**config.mk**
```make
export PLATFORM = sky130hd
export DESIGN_NAME = alu_req_arbiter
export DESIGN_NICKNAME = d
export VERILOG_FILES = /design/src/rtl/alu_req_arbiter.sv
export SDC_FILE = /design/constraint.sdc
export NUM_CORES = 1
export LEC_CHECK = 0
export ABC_CLOCK_PERIOD_IN_PS = 5200
export CORE_UTILIZATION = 45
export CTS_CLUSTER_SIZE = 40
export DETAILED_ROUTE_END_ITERATION = 16
export PLACE_DENSITY = 0.94
export SYNTH_ARGS = -nofsm -noshare
export SYNTH_HDL_FRONTEND = slang
export SYNTH_SLANG_ARGS = --single-unit
```
**constraint.sdc**
```tcl
create_clock -name i_clk -period 5.2 [get_ports i_clk]
set_input_delay 0.78 -clock i_clk [delete_from_list [all_inputs] [get_ports i_clk]]
set_output_delay 0.78 -clock i_clk [all_outputs]
set_load 0.03 [all_outputs]
```
**src/rtl/alu_req_arbiter.sv**
```systemverilog
// Shares one combinational 6-bit ALU among NUM_REQ requesters using round-robin arbitration.
// The ALU result is registered together with the requester tag, and the consumer can apply
// backpressure. Define ARB_FIXED_PRIO_EN to replace round-robin with fixed lowest-index priority.
module alu_req_arbiter #(
   parameter  int unsigned NUM_REQ = 4,
   localparam int unsigned ID_W    = (NUM_REQ > 1) ? $clog2(NUM_REQ) : 1
) (
   input  logic                 i_clk,
   input  logic                 i_rst,
   input  logic [NUM_REQ-1:0]   i_req_valid,
   output logic [NUM_REQ-1:0]   o_req_ready,
   input  logic [6*NUM_REQ-1:0] i_req_a,
   input  logic [6*NUM_REQ-1:0] i_req_b,
   input  logic [2*NUM_REQ-1:0] i_req_op,
   output logic                 o_res_valid,
   input  logic                 i_res_ready,
   output logic [5:0]           o_res_data,
   output logic [ID_W-1:0]      o_res_id
);

   typedef enum logic {StEmpty, StFull} state_t;

   state_t          r_state, w_state_d;
   logic [5:0]      r_data, w_data_d;
   logic [ID_W-1:0] r_id, w_id_d;

   logic            w_can_accept, w_any, w_grant;
   logic [ID_W-1:0] w_winner;
   logic [5:0]      w_a, w_b, w_alu;
   logic [1:0]      w_op;

`ifndef ARB_FIXED_PRIO_EN
   logic [ID_W-1:0] r_last, w_last_d;
`endif

   assign w_can_accept = !i_rst && ((r_state == StEmpty) || i_res_ready);
   assign w_grant      = w_can_accept && w_any;

`ifdef ARB_FIXED_PRIO_EN
   always_comb begin
      w_any    = 1'b0;
      w_winner = '0;
      for (int unsigned i = 0; i < NUM_REQ; i++) begin
         if (!w_any && i_req_valid[ID_W'(i)]) begin
            w_any    = 1'b1;
            w_winner = ID_W'(i);
         end
      end
   end
`else
   // Search starts just past the last winner and wraps modulo NUM_REQ.
   always_comb begin
      int unsigned v_idx;
      w_any    = 1'b0;
      w_winner = '0;
      v_idx    = 0;
      for (int unsigned k = 1; k <= NUM_REQ; k++) begin
         v_idx = (32'(r_last) + k) % NUM_REQ;
         if (!w_any && i_req_valid[ID_W'(v_idx)]) begin
            w_any    = 1'b1;
            w_winner = ID_W'(v_idx);
         end
      end
   end
`endif

   always_comb begin
      o_req_ready = '0;
      if (w_grant) o_req_ready[w_winner] = 1'b1;
   end

   always_comb begin
      w_a  = '0;
      w_b  = '0;
      w_op = '0;
      for (int unsigned i = 0; i < NUM_REQ; i++) begin
         if (ID_W'(i) == w_winner) begin
            w_a  = i_req_a[6*i +: 6];
            w_b  = i_req_b[6*i +: 6];
            w_op = i_req_op[2*i +: 2];
         end
      end
   end

   // ALU: all results wrap modulo 64; |2A-B| is formed at 7 bits before truncation.
   always_comb begin
      w_alu = '0;
      unique case (w_op)
         2'b00: w_alu = (w_a << 2) + (w_b >> 1);
         2'b01: w_alu = w_a + w_b + (w_b << 1);
         2'b10: w_alu = 6'd0 - w_b;
         2'b11: w_alu = ({w_a, 1'b0} >= {1'b0, w_b}) ? 6'({w_a, 1'b0} - {1'b0, w_b})
                                                     : 6'({1'b0, w_b} - {w_a, 1'b0});
         default: w_alu = '0;
      endcase
   end

   always_comb begin
      w_state_d = r_state;
      w_data_d  = r_data;
      w_id_d    = r_id;
`ifndef ARB_FIXED_PRIO_EN
      w_last_d  = r_last;
`endif
      if (w_grant) begin
         w_state_d = StFull;
         w_data_d  = w_alu;
         w_id_d    = w_winner;
`ifndef ARB_FIXED_PRIO_EN
         w_last_d  = w_winner;
`endif
      end else if (r_state == StFull && i_res_ready) begin
         w_state_d = StEmpty;
      end
   end

   always_ff @(posedge i_clk) begin
      if (i_rst) begin
         r_state <= StEmpty;
         r_data  <= '0;
         r_id    <= '0;
`ifndef ARB_FIXED_PRIO_EN
         r_last  <= ID_W'(NUM_REQ - 1);
`endif
      end else begin
         r_state <= w_state_d;
         r_data  <= w_data_d;
         r_id    <= w_id_d;
`ifndef ARB_FIXED_PRIO_EN
         r_last  <= w_last_d;
`endif
      end
   end

   assign o_res_valid = (r_state == StFull);
   assign o_res_data  = r_data;
   assign o_res_id    = r_id;

endmodule

```
Yosys cells after proc, flatten, opt, wreduce, memory -nomap -nowiden:

Index checks and enable logic that the tools add are counted.

* input bits: 63
* logic and storage cells: 78
* flip-flop bits (word level): 11
* output and inout bits: 13

* bitwise gates (word level): 1
* eq/ne operators: 6
* add/subtract/negate cells: 10
* $lt $le $gt $ge: 7
* mux-type cells: 35
* reductions and logical operators: 15

Operators with widths (number)
* 6-bit two-way mux: 9
* 6-bit one-hot mux with 4 select lines: 1
* 2-bit two-way mux: 8
* 2-bit by 3-bit less-than comparator with 1-bit output, second input constant: 5
* 6-bit adder: 2
* 6-bit subtractor: 2
* 1-bit two-way mux: 11
* 1-bit binary-select mux with 2-bit select: 4
* 7-bit by 6-bit >= comparator with 1-bit output: 1
* 1-bit logical AND: 7
* 6-bit by 5-bit adder with 6-bit output: 1
* 1-bit by 6-bit subtractor with 6-bit output, first input constant: 1
* 2-bit by 1-bit adder with 2-bit output, second input constant: 2
* 2-bit adder, second input constant: 2
* 2-bit == test, first input constant: 2
* 2-bit == test, second input constant: 2
* 1-bit zero test: 4
* 2-bit zero test: 2
* 4-bit two-way mux: 1
* 1-bit demux with 2-bit select: 1
* 1-bit by 2-bit == test with 1-bit output, first input constant: 1
* 2-bit by 1-bit == test with 1-bit output, second input constant: 1
* 2-bit by 1-bit >= comparator with 1-bit output, second input constant: 1
* 2-bit nonzero test: 1
* 2 further kinds: 2

Longest topological paths before layout:

Gate-level depths: netlist of the first run.

* word-level depth: 21
* mapped depth: 21
* mapped depth without buffers: 19

Worst setup path after synthesis of the first run:

Ideal clock, no wire load.

* path type: input to register
* from: input i_req_valid[2]
* to: register r_data[5] (netlist: o_res_data[5])
* path slack: 652 ps
* stages on the path: 21
* path buffers: 3
* arrival: 4424 ps
* library setup time: 124 ps
* required time: 5076 ps
* path through: and2b_1 a21oi_1 o221ai_4 buf_4 buf_2 clkbuf_1 mux2i_1 nand2_1 and2_1 inv_1 fa_1 fa_1 inv_1 a21o_1 a21oi_1 xnor2_1 xnor2_1 xnor2_1 o211ai_1 a21oi_1 a22oi_1

* longest elaborated chain between the ends: 20
* elaborated cells on any way between the ends: 52
* those cells by class: add/sub (6); order compare (1); eq/ne (6); mux (30); reduce/logical (9)

RTL lines
* from (decl): line 10 `input logic [NUM_REQ-1:0] i_req_valid,`
* 1-bit binary-select mux with 2-bit select: line 59 `if (!w_any && i_req_valid[ID_W'(v_idx)]) begin`
* 1-bit two-way mux (not written as such): line 59
* 1-bit two-way mux: line 59
* 1-bit zero test: line 59
* 1-bit logical AND: line 59
* 1-bit two-way mux: line 59
* 1-bit zero test: line 59
* 1-bit logical AND: line 59
* 1-bit two-way mux: line 59
* 1-bit zero test: line 59
* 1-bit logical AND: line 59
* 2-bit two-way mux: line 59
* 2-bit zero test: line 77 `if (ID_W'(i) == w_winner) begin`
* 6-bit two-way mux (4 in a row): line 77
* 6-bit adder (tied with other cells): line 90 `2'b01: w_alu = w_a + w_b + (w_b << 1);`
* 6-bit adder / 6-bit two-way mux (equally long branches): line 90, 92
* 6-bit one-hot mux with 4 select lines: line 88 `unique case (w_op)`
* to (signal assigned): line 127 `r_data <= w_data_d;`
* to (decl): line 24 `logic [5:0] r_data, w_data_d;`

Parallel ways exist; a longest one is shown, timed or not. The select of a mux whose other input is x is not followed.
A chain may end at the register's enable or synchronous reset.

Worst setup path in the final report of the first run:

* from: input i_req_valid[3]
* to: register r_data[5] (netlist: o_res_data[5])

Same word-level chain as after synthesis.

==> impl_results.md, run 1 <==
* Status: finished clean
* Pre-antenna DRT Iters at 4
* Hold/Removal Path Class: reg -> reg
* Top Ports at between 70 and 80
* Worst R2R Start: r_last[1]
* Post-cts sizing count at 0
* CTS clk-pin slew, worst paths at 0.05 ns
* Area Growth Syn to Fin at 44.14%
* Die height at around 70 um
* Hold path startpoint: o_res_id[1]
* RR Endpoint: o_res_data[5]
* VDD IR max at roughly 0.25 mV
* Die width at a little under 70 um
* Final Max Tran Viols at 0
* Register bit total from synthesis at 11
* Worst Setup EP: o_res_data[5]
* Antenna-violating nets left at 0
* Post-synthesis sequential area ratio at between 10% and 20%
* CTS buffer count at 3
* Initial DRC count at between 150 and 200
* Core area at 4115 sq um
* Initial antenna violation count at 0
* Clock root buffer: clkbuf_8
* Syn_area_per_cell at between 7 and 8 sq um
* ANT cells at 0
* Fin nets at between 400 and 500
* Placed cell areas at around 2800 sq um
* Final period utilization at 92.32%
* Routed len/inst at around 16 um
* Setup Crit Path Kind: in -> reg
* First-pass GRT wire length at between 8000 and 9000 um
* Largest area contributor in the netlist: mux2i_1
* Pwr Density at 384.4 nW/um^2
* Final setup violation count at 0
* Worst Path Arrival at 4.93 ns
* CP Launch Type: primary input
* Grt ovf at 0
* Setup TNS at 0 ns
* Post-synth top flop: dfxtp_1
* CP Max Fanout at 18
* Final Hold Fails at 0
* Post-synth top cells: 29 x mux2i_1, 28 x nand2_1, 19 x ha_1
* Worst skew pair latency at 0.24 ns
* Synth top area cells: mux2i_1 15%, ha_1 12%, dfxtp_1 11%, fa_1 6.0%, xnor2_1 5.7%
* Tmin final at roughly 4.8 ns
* MaxCap Viol Count at 0
* Leakage at ~1.3 nW
* EDFF count, synth at 0
* FILL cells at 297
* Dpl ws at 0.2220 ns
* GRT Resource Usage Total at 25.13%
* CTS Hold Bufs at 0
* RePlAce Congestion at between 0.9 and 1
* Post-CTS Setup Repair Bufs at 0
* Worst R2R Setup Slack at between 1 and 1.5 ns
* Yosys top cell area share at 14.61%
* Fmax at roughly 0.21 GHz
* Worst Tran Pin Value at ~0.87 ns
* Synth Instances at between 200 and 250
* Routed Wire Length at between 5000 and 6000 um
* CTS tree: done
* Layout cells sized above 1 at 7.975%
* RSZ-0062 raised after global routing: no
* Vias in the first global route at a little under 2,000
* Die area at ~4700 sq um
* Via count at between 2,000 and 2,500
* Post-synth net total at between 300 and 400
* Row count at 23
* R2R depth at 17
* CTS H-Tree Depth at 1
* Starting Density at a little under 50%
* Worst Skew at ~0.0057 ns
* Synth Cell Area at around 2000 sq um
* Crit path from: i_req_valid[3]
* Setup ws final at about 0.40 ns
* Required @ worst endpoint at roughly 5.3 ns
* Worst setup EP type: register
* Async S/R FF share, synth at 0%
* I/O Buffers at 75
* Largest net degree at the start of global routing at 19
* Clock tree buffer depth at 2
* Hold path depth at 2
* DP Wirelength at roughly 4700 um
* Yosys warning total at 0
* Drt drc at 0
* DR vias/cell at ~5.6
* Count of different cell masters after synthesis at 44
* Num Clock Sinks at 11
* Design area at about 2900 sq um
* Max transition margin at a little over two fifths
* Cell with the most instances after synthesis: mux2i_1
==> where the power goes <==
part           total (mW)  switching [mW]  internal, mW  leakage (nW)
combinational       0.898           0.487         0.412          1.14
sequential          0.117          0.0125         0.104        0.0915
clock              0.0863          0.0336        0.0527        0.0255
total                1.10           0.533         0.568          1.26
==> critical path: stages <==
cell	delay, ns
clkdlybuf4s50_1	0.57
and2b_1	0.18
a21oi_1	0.07
o221ai_4	0.59
buf_4	0.36
mux2i_1	0.23
nand2_1	0.07
nand2_1	0.12
inv_2	0.12
fa_1	0.49
ha_1	0.33
a21oi_1	0.19
xnor2_1	0.15
xnor2_1	0.15
xnor2_1	0.16
o211ai_1	0.12
a21oi_1	0.15
a22oi_1	0.08
==> per-stage QoR <==
step	instances	total power, mW	hold slack [ns]	util (%)
2_1_floorplan	249	0.7525	0.5528	-
3_3_place_gp	372	0.9645	0.4736	68.47
3_5_place_dp	372	0.9949	0.4794	68.47
4_1_cts	376	1.093	0.4914	69.60
5_1_grt	376	1.189	0.5323	69.60
6_report	376	1.101	0.4885	69.60
==> final cells by class <==
| cell class | count | area (sq um) | share of cell area, % |
|---|---|---|---|
| timing repair buffer | 84 | 818.3 | 28.57 |
| clock buffer | 3 | 41.29 | 1.442 |
| tap | 50 | 62.56 | 2.184 |
| multi-input combinational | 209 | 1649 | 57.58 |
| inverter | 18 | 67.56 | 2.359 |
| sequential | 11 | 220.2 | 7.689 |
| clock inverter | 1 | 5.005 | 0.1747 |
==> state kept, by name (all words and copies together), names as in the netlist <==
register / flops
o_res_valid: 1
o_res_data: 6
o_res_id: 2
r_last: 2
==> per-layer routing <==
metal / GRT usage, % / wire length, um / vias to the layer above
li1: - / - / 1037
met2: 42.65 / 2795 / 88
met4: 9.635 / 125 / 0
met5: 0 / 0 / -
met3: 6.000 / 514 / 19
met1: 30.25 / 2402 / 966
==> cell usage in the layout, fill, tap and decap left out, types with 7 or more instances in the layout <==
master           count
a21o_1               7
clkdlybuf4s50_1     75
mux2i_1             29
o21ai_0              7
ha_1                19
nor2_1              14
buf_4                9
inv_1               16
a21oi_1             15
nand2_1             28
nor3_1               8
dfxtp_1             11
xnor2_1             13
==> worst min-delay path by stage <==
stage,end,slack (ns)
global placement,o_res_id[1],0.47
CTS,o_res_id[1],0.49
floorplan,r_last[0],0.55
global route,o_res_data[0],0.53
finish,o_res_id[1],0.49
detailed placement,o_res_id[1],0.48
==> cell families (layout without fill, tap and decap cells) <==
| logic type | count (synthesis) | in the layout | share of synthesized area, % |
|---|---|---|---|
| multiplexers | 35 | 35 | 19.14 |
| buffers and inverters | 29 | 106 | 5.920 |
| AND/OR/NAND/NOR | 77 | 77 | 18.58 |
| XOR/XNOR | 18 | 18 | 7.934 |
| adder cells (fa/ha/maj) | 26 | 26 | 18.51 |
| AO/OA/AOI/OAI | 53 | 53 | 18.83 |
| flip-flops | 11 | 11 | 11.08 |
Power figures use the tool's default switching activity.
==> inputs of run 2 (changes only) <==
==> constraint.sdc (replaced) <==
create_clock -name i_clk -period 5.2 [get_ports i_clk]
set_input_delay 0.52 -clock i_clk [delete_from_list [all_inputs] [get_ports i_clk]]
set_output_delay 0.52 -clock i_clk [all_outputs]
set_load 0.03 [all_outputs]
==> run 2 against run 1 <==
  * Clock skew hardly changed
  * Sequential power barely moved
  * Global-route usage is 0.41 points lower
  * Sequential share of layout area rose by 0.13 points
  * Cell area fell by 1.6%
  * Largest cell class unchanged
  * Total power down 2.3%
==> impl_results.md, run 2 (synthesis gave the netlist of run 1 again) <==
* Required @ worst endpoint at 5.32 ns (was 5.33 ns)
* Leakage at 1.228 nW (was 1.260 nW)
* Area Growth Syn to Fin at 41.81% (was 44.14%)
* VDD IR max at 0.2377 mV (was 0.2542 mV)
* Clock tree buffer depth at 2 (unchanged)
* Area of the multi-input gates at 1649 sq um (unchanged)
* Final period utilization at 91.94% (was 92.32%)
* Hold/Removal Path Class: reg -> reg (unchanged)
* I/O Buffers at 75 (unchanged)
* Post-CTS Setup Repair Bufs at 0 (unchanged)
* Vias in the first global route at 2,016 (was 1,973)
* Final Max Tran Viols at 0 (unchanged)
* Clock root buffer: clkbuf_8 (unchanged)
* Placed cells at 366 (was 372)
* Pwr Density at 381.8 nW/um^2 (was 384.4 nW/um^2)
* Hold path depth at 2 (unchanged)
* Via count at 2,087 (was 2,110)
* Die width at 68.45 um (unchanged)
* Die height at 68.45 um (unchanged)
* Die area at 4685 sq um (unchanged)
* Max reg flops at 6 (unchanged)
* CTS Hold Bufs at 0 (unchanged)
* CTS tree: done (unchanged)
* Fin nets at 409 (was 415)
* Tmin final at 4.781 ns (was 4.801 ns)
* Worst skew pair latency at 0.24 ns (about the same)
* Drt drc at 0 (unchanged)
* Commonest non-fill, non-tap cells in the layout: 75 x clkdlybuf4s50_1, 29 x mux2i_1, 28 x nand2_1, 19 x ha_1, 16 x inv_1 (unchanged)
* FF+latch area at 220.2 sq um (unchanged)
* Most common cell after layout, fill and taps aside: clkdlybuf4s50_1 (unchanged)
* Setup TNS at 0 ns (unchanged)
* Post-cts sizing count at 0 (unchanged)
* DR vias/cell at 5.641 (was 5.612)
* Setup Crit Path Kind: in -> reg (unchanged)
* ANT cells at 0 (unchanged)
* Final Hold Fails at 0 (unchanged)
* Fin cells at 370 (was 376)
* Initial DRC count at 144 (was 151)
* Top Ports at 76 (unchanged)
* Fmax at 0.2092 GHz (was 0.2083 GHz)
* R2R depth at 17 (unchanged)
* Starting Density at 48.28% (unchanged)
* First-pass GRT wire length at 8804 um (was 8880 um)
* Final setup violation count at 0 (unchanged)
* Antenna-violating nets left at 0 (unchanged)
* Worst setup EP type: register (unchanged)
* Row count at 23 (unchanged)
* Worst Path Arrival at 4.90 ns (was 4.93 ns)
* Routed len/inst at 15.53 um (about the same)
* Worst Skew at 0.005818 ns (was 0.005667 ns)
* GRT Resource Usage Total at 24.72% (was 25.13%)
* Largest net degree at the start of global routing at 20 (was 19)
* RePlAce Congestion at 0.9802 (was 0.9520)
* Pre-antenna DRT Iters at 4 (unchanged)
* Worst Tran Pin Value at 0.8369 ns (was 0.8668 ns)
* Grt ovf at 0 (unchanged)
* Max transition margin at 43.77% (was 41.77%)
* CTS buffer count at 3 (unchanged)
* Num Clock Sinks at 11 (unchanged)
* Status: finished clean (unchanged)
* DP Wirelength at 4654 um (was 4682 um)
* Initial antenna violation count at 0 (unchanged)
* CP Max Fanout at 19 (was 18)
* RSZ-0062 raised after global routing: no (unchanged)
* FILL cells at 323 (was 297)
* Layout cells sized above 1 at 5.938% (was 7.975%)
* Routed Wire Length at 5747 um (was 5838 um)
* Core area at 4115 sq um (unchanged)
* CTS clk-pin slew, worst paths at 0.05 ns (about the same)
* CP Launch Type: primary input (unchanged)
* CTS H-Tree Depth at 1 (unchanged)
* MaxCap Viol Count at 0 (unchanged)
[run 2: layer usage]
metal | GRT usage, % | routed length (um) | vias to the layer above
li1 | - | - | 1023
met1 | 30.08 | 2396 | 970
met2 | 44.85 | 2778 | 84
met3 | 4.167 | 501 | 10
met4 | 5.208 | 70 | 0
met5 | 0 | 0 | -
[run 2: worst paths after layout]
path | start | endpoint | slack [ns]
min reg2reg | o_res_id[1] | o_res_id[1] | 0.49
min | o_res_id[1] | o_res_id[1] | 0.49
max reg2reg | r_last[1] | o_res_data[5] | 0.82
max | i_req_valid[3] | o_res_data[5] | 0.42
[run 2: worst max-delay path, cell delays in order]
cell             delay [ns]
clkdlybuf4s50_1        0.56
and2b_1                0.17
a21oi_1                0.07
o221ai_4               0.61
mux2i_1                0.24
mux2i_4                0.36
inv_1                  0.15
fa_1                   0.53
fa_1                   0.48
inv_1                  0.07
a21o_1                 0.11
a21oi_1                0.09
xnor2_1                0.20
xnor2_1                0.17
xnor2_1                0.14
o211ai_1               0.11
a21oi_1                0.18
a22oi_1                0.09
[run 2: where the power goes]
| group | switching [mW] | total [mW] | internal [mW] |
|---|---|---|---|
| registers | 0.0129 | 0.117 | 0.104 |
| logic | 0.476 | 0.871 | 0.396 |
| clock network | 0.0335 | 0.0875 | 0.0539 |
| total | 0.522 | 1.08 | 0.554 |
[run 2: final cells by class]
cell class              count  area share [%]
flip-flops and latches     11           7.815
repair buffers             78           27.44
multi-input cells         209           58.53
inverters                  18           2.398
well taps                  50           2.220
clock buffers               4           1.599
[run 2: through the flow]
step                setup WS, ns  util (%)  cell area [sq um]  power, mW  hold WS, ns
global route              0.1734     68.47               2818      1.164       0.5369
CTS                       0.4625     68.47               2818      1.068       0.5040
finish                    0.4191     68.47               2818      1.076       0.4945
detailed placement        0.2340     67.38               2773     0.9772       0.4815
global placement          0.5039     67.38               2773     0.9410       0.4771
floorplan                 0.9121         -               1987     0.7525       0.5528
==> inputs of run 3 (changes only) <==
Settings changed: ABC_AREA set to 1, CORE_UTILIZATION 45 to 47, SETUP_SLACK_MARGIN set to 0.3.
==> run 3 against run 2 <==
  * Clock skew shrank 0.0032 ns
  * Area after synthesis grew 15%
  * Clock-buffer cell count is the same
  * Global-route usage grew 3.7 points
  * Critical path type unchanged
  * Flip-flop and latch count is the same
  * Non-clock buffer count shrank 2
  * Cell area grew 11%
==> impl_results.md, run 3 <==
* DP Wirelength at 5962 um (was 4654 um)
* Crit-path slowest cell: clkdlybuf4s50_1 (was o221ai_4)
* CP Launch Type: primary input (unchanged)
* Starting Density at 48.83% (was 48.28%)
* CP Max Fanout at 10 (was 19)
* Hold path startpoint: o_res_data[1] (was o_res_id[1])
* Fin nets at 555 (was 409)
* Syn_area_per_cell at 5.874 sq um (was 7.980 sq um)
* DR vias/cell at 5.337 (was 5.641)
* Core area at 4692 sq um (was 4115 sq um)
* RR Endpoint: o_res_data[5] (unchanged)
* Max transition margin at 64.41% (was 43.77%)
* Cell with the most instances after synthesis: nand2_1 (was mux2i_1)
* Design area at 3141 sq um (was 2818 sq um)
* Worst R2R Start: r_last[0] (was r_last[1])
* CTS H-Tree Depth at 1 (unchanged)
* I/O Buffers at 75 (unchanged)
* Die area at 5157 sq um (was 4685 sq um)
* Commonest non-fill, non-tap cells in the layout: 132 x nand2_1, 75 x clkdlybuf4s50_1, 57 x inv_1, 34 x nand3_1, 19 x ha_1 (was 75 x clkdlybuf4s50_1, 29 x mux2i_1, 28 x nand2_1, 19 x ha_1, 16 x inv_1)
* Fin util at 66.93% (was 68.47%)
* Antenna-violating nets left at 0 (unchanged)
* Initial antenna violation count at 0 (unchanged)
* Required @ worst endpoint at 5.34 ns (was 5.32 ns)
* Post-synth net total at 478 (was 337)
* Largest net degree at the start of global routing at 17 (was 20)
* Yosys warning total at 0 (unchanged)
* Vias in the first global route at 2,744 (was 2,016)
* CTS clk-pin slew, worst paths at 0.05 ns (about the same)
* CTS buffer count at 3 (unchanged)
* Via count at 2,775 (was 2,087)
* FILL cells at 411 (was 323)
* Status: finished clean (unchanged)
* Tmin final at 4.432 ns (was 4.781 ns)
* Worst setup EP type: register (unchanged)
* Hold/Removal Path Class: reg -> reg (unchanged)
* Die width at 71.82 um (was 68.45 um)
* Grt ovf at 0 (unchanged)
* MaxCap Viol Count at 0 (unchanged)
* Final Max Tran Viols at 0 (unchanged)
* Synth top area cells: nand2_1 22%, ha_1 10%, dfxtp_1 9.6%, inv_1 9.3%, nand3_1 7.4% (was mux2i_1 15%, ha_1 12%, dfxtp_1 11%, fa_1 6.0%, xnor2_1 5.7%)
* Top Ports at 76 (unchanged)
* Synth Instances at 390 (was 249)
* Post-cts sizing count at 0 (unchanged)
* CTS Hold Bufs at 0 (unchanged)
* GRT Resource Usage Total at 28.39% (was 24.72%)
* Row count at 25 (was 23)
* CTS tree: done (unchanged)
* Pre-antenna DRT Iters at 4 (unchanged)
* First-pass GRT wire length at 11,590 um (was 8804 um)
* Worst Skew at 0.002630 ns (was 0.005818 ns)
* Hold path depth at 2 (unchanged)
* Initial DRC count at 132 (was 144)
* Worst R2R Setup Slack at 0.84 ns (was 0.82 ns)
* Most used cell, CP: nand2_1
* Fmax at 0.2256 GHz (was 0.2092 GHz)
* Die height at 71.82 um (was 68.45 um)
* Clock tree buffer depth at 2 (unchanged)
* RePlAce Congestion at 0.9926 (was 0.9802)
* Placed cell areas at 3095 sq um (was 2773 sq um)
* Setup Crit Path Kind: in -> reg (unchanged)
* EDFF count, synth at 0 (unchanged)
* Max reg flops at 6 (unchanged)
* Final Hold Fails at 0 (unchanged)
* Num Clock Sinks at 11 (unchanged)
* Largest area contributor in the netlist: nand2_1 (was mux2i_1)
* Post-synth top cells: 132 x nand2_1, 57 x inv_1, 34 x nand3_1 (was 29 x mux2i_1, 28 x nand2_1, 19 x ha_1)
* Count of different cell masters after synthesis at 38 (was 44)
* R2R depth at 28 (was 17)
* Final period utilization at 85.23% (was 91.94%)
* Hold EP: o_res_data[1] (was o_res_id[1])
* Drt drc at 0 (unchanged)
* Routed len/inst at 13.29 um (was 15.53 um)
* Most common cell after layout, fill and taps aside: nand2_1 (was clkdlybuf4s50_1)
* RSZ-0062 raised after global routing: no (unchanged)
* Worst Path Arrival at 4.57 ns (was 4.90 ns)
* Synth Cell Area at 2291 sq um (was 1987 sq um)
* Register bit total from synthesis at 11 (unchanged)
* Clock root buffer: clkbuf_8 (unchanged)
* Routed Wire Length at 6911 um (was 5747 um)
* Async S/R FF share, synth at 0% (unchanged)
* Worst skew pair latency at 0.24 ns (about the same)
* Area Growth Syn to Fin at 37.08% (was 41.81%)
* Post-CTS Setup Repair Bufs at 0 (unchanged)
* Yosys top cell area share at 21.63% (was 14.61%)
* Final setup violation count at 0 (unchanged)
* Worst Tran Pin Value at 0.5324 ns (was 0.8369 ns)
* Setup TNS at 0 ns (unchanged)
* Worst path max stage delay at 0.51 ns (was 0.61 ns)
* Layout cells sized above 1 at 8.584% (was 5.938%)
* ANT cells at 0 (unchanged)
* Post-synth top flop: dfxtp_1 (unchanged)
* Post-synthesis sequential area ratio at 9.612% (was 11.08%)
-- run 3: kinds of logic after synthesis --
logic type / Yosys count / synth area share [%]
compound gates: 53 / 13.33
xor+xnor: 9 / 3.440
fa+ha+maj: 25 / 15.62
buf+inv: 71 / 12.12
flops: 11 / 9.612
simple gates: 221 / 45.88
-- run 3: stage by stage --
step | hold slack, ns | cells | worst slack, ns
2_1_floorplan | 0.5882 | 390 | 1.530
3_3_place_gp | 0.4522 | 516 | 0.7170
3_5_place_dp | 0.4567 | 516 | 0.5423
4_1_cts | 0.4648 | 520 | 0.7985
5_1_grt | 0.4732 | 520 | 0.3311
6_report | 0.4612 | 520 | 0.7682
-- run 3: final cells by class --
class	instances	area, sq um	area share [%]
repair buffers	76	758.2	24.14
well taps	54	67.56	2.151
clock buffers	4	45.04	1.434
flip-flops and latches	11	220.2	7.012
multi-input cells	308	1793	57.09
inverters	67	256.5	8.167
-- run 3: worst max path at each step --
stage	startpoint	endpoint	slack [ns]	depth (start not counted)
floorplan	i_req_valid[3]	o_res_data[5]	1.53	27
global placement	i_req_valid[2]	o_res_data[5]	0.72	29
detailed placement	i_req_valid[0]	o_res_data[5]	0.54	32
CTS	i_req_valid[0]	o_res_data[5]	0.80	32
global route	i_req_valid[0]	o_res_data[5]	0.33	32
finish	i_req_valid[2]	o_res_data[5]	0.77	32
-- run 3: critical path, delay by kind of cell --
family,cells,cell delay [ns]
AND/OR/NAND/NOR,20,1.71
adder cells (fa/ha/maj),2,0.83
buffers and inverters,7,1.05
AO/OA/AOI/OAI,3,0.44
-- run 3: layer usage --
layer / wire length (um) / part of all wire [%] / up-vias / GRT usage (%)
li1: - / - / 1412 / -
met1: 2765 / 40 / 1201 / 31.22
met2: 3300 / 48 / 131 / 50.21
met3: 521 / 7.5 / 31 / 4.641
met4: 323 / 4.7 / 0 / 18.74
met5: 0 / 0 / - / 0
Power of run 3 is left out: the tool's default activity adds up to more than one toggle a clock period on the data nets, which glitch-free logic cannot reach.
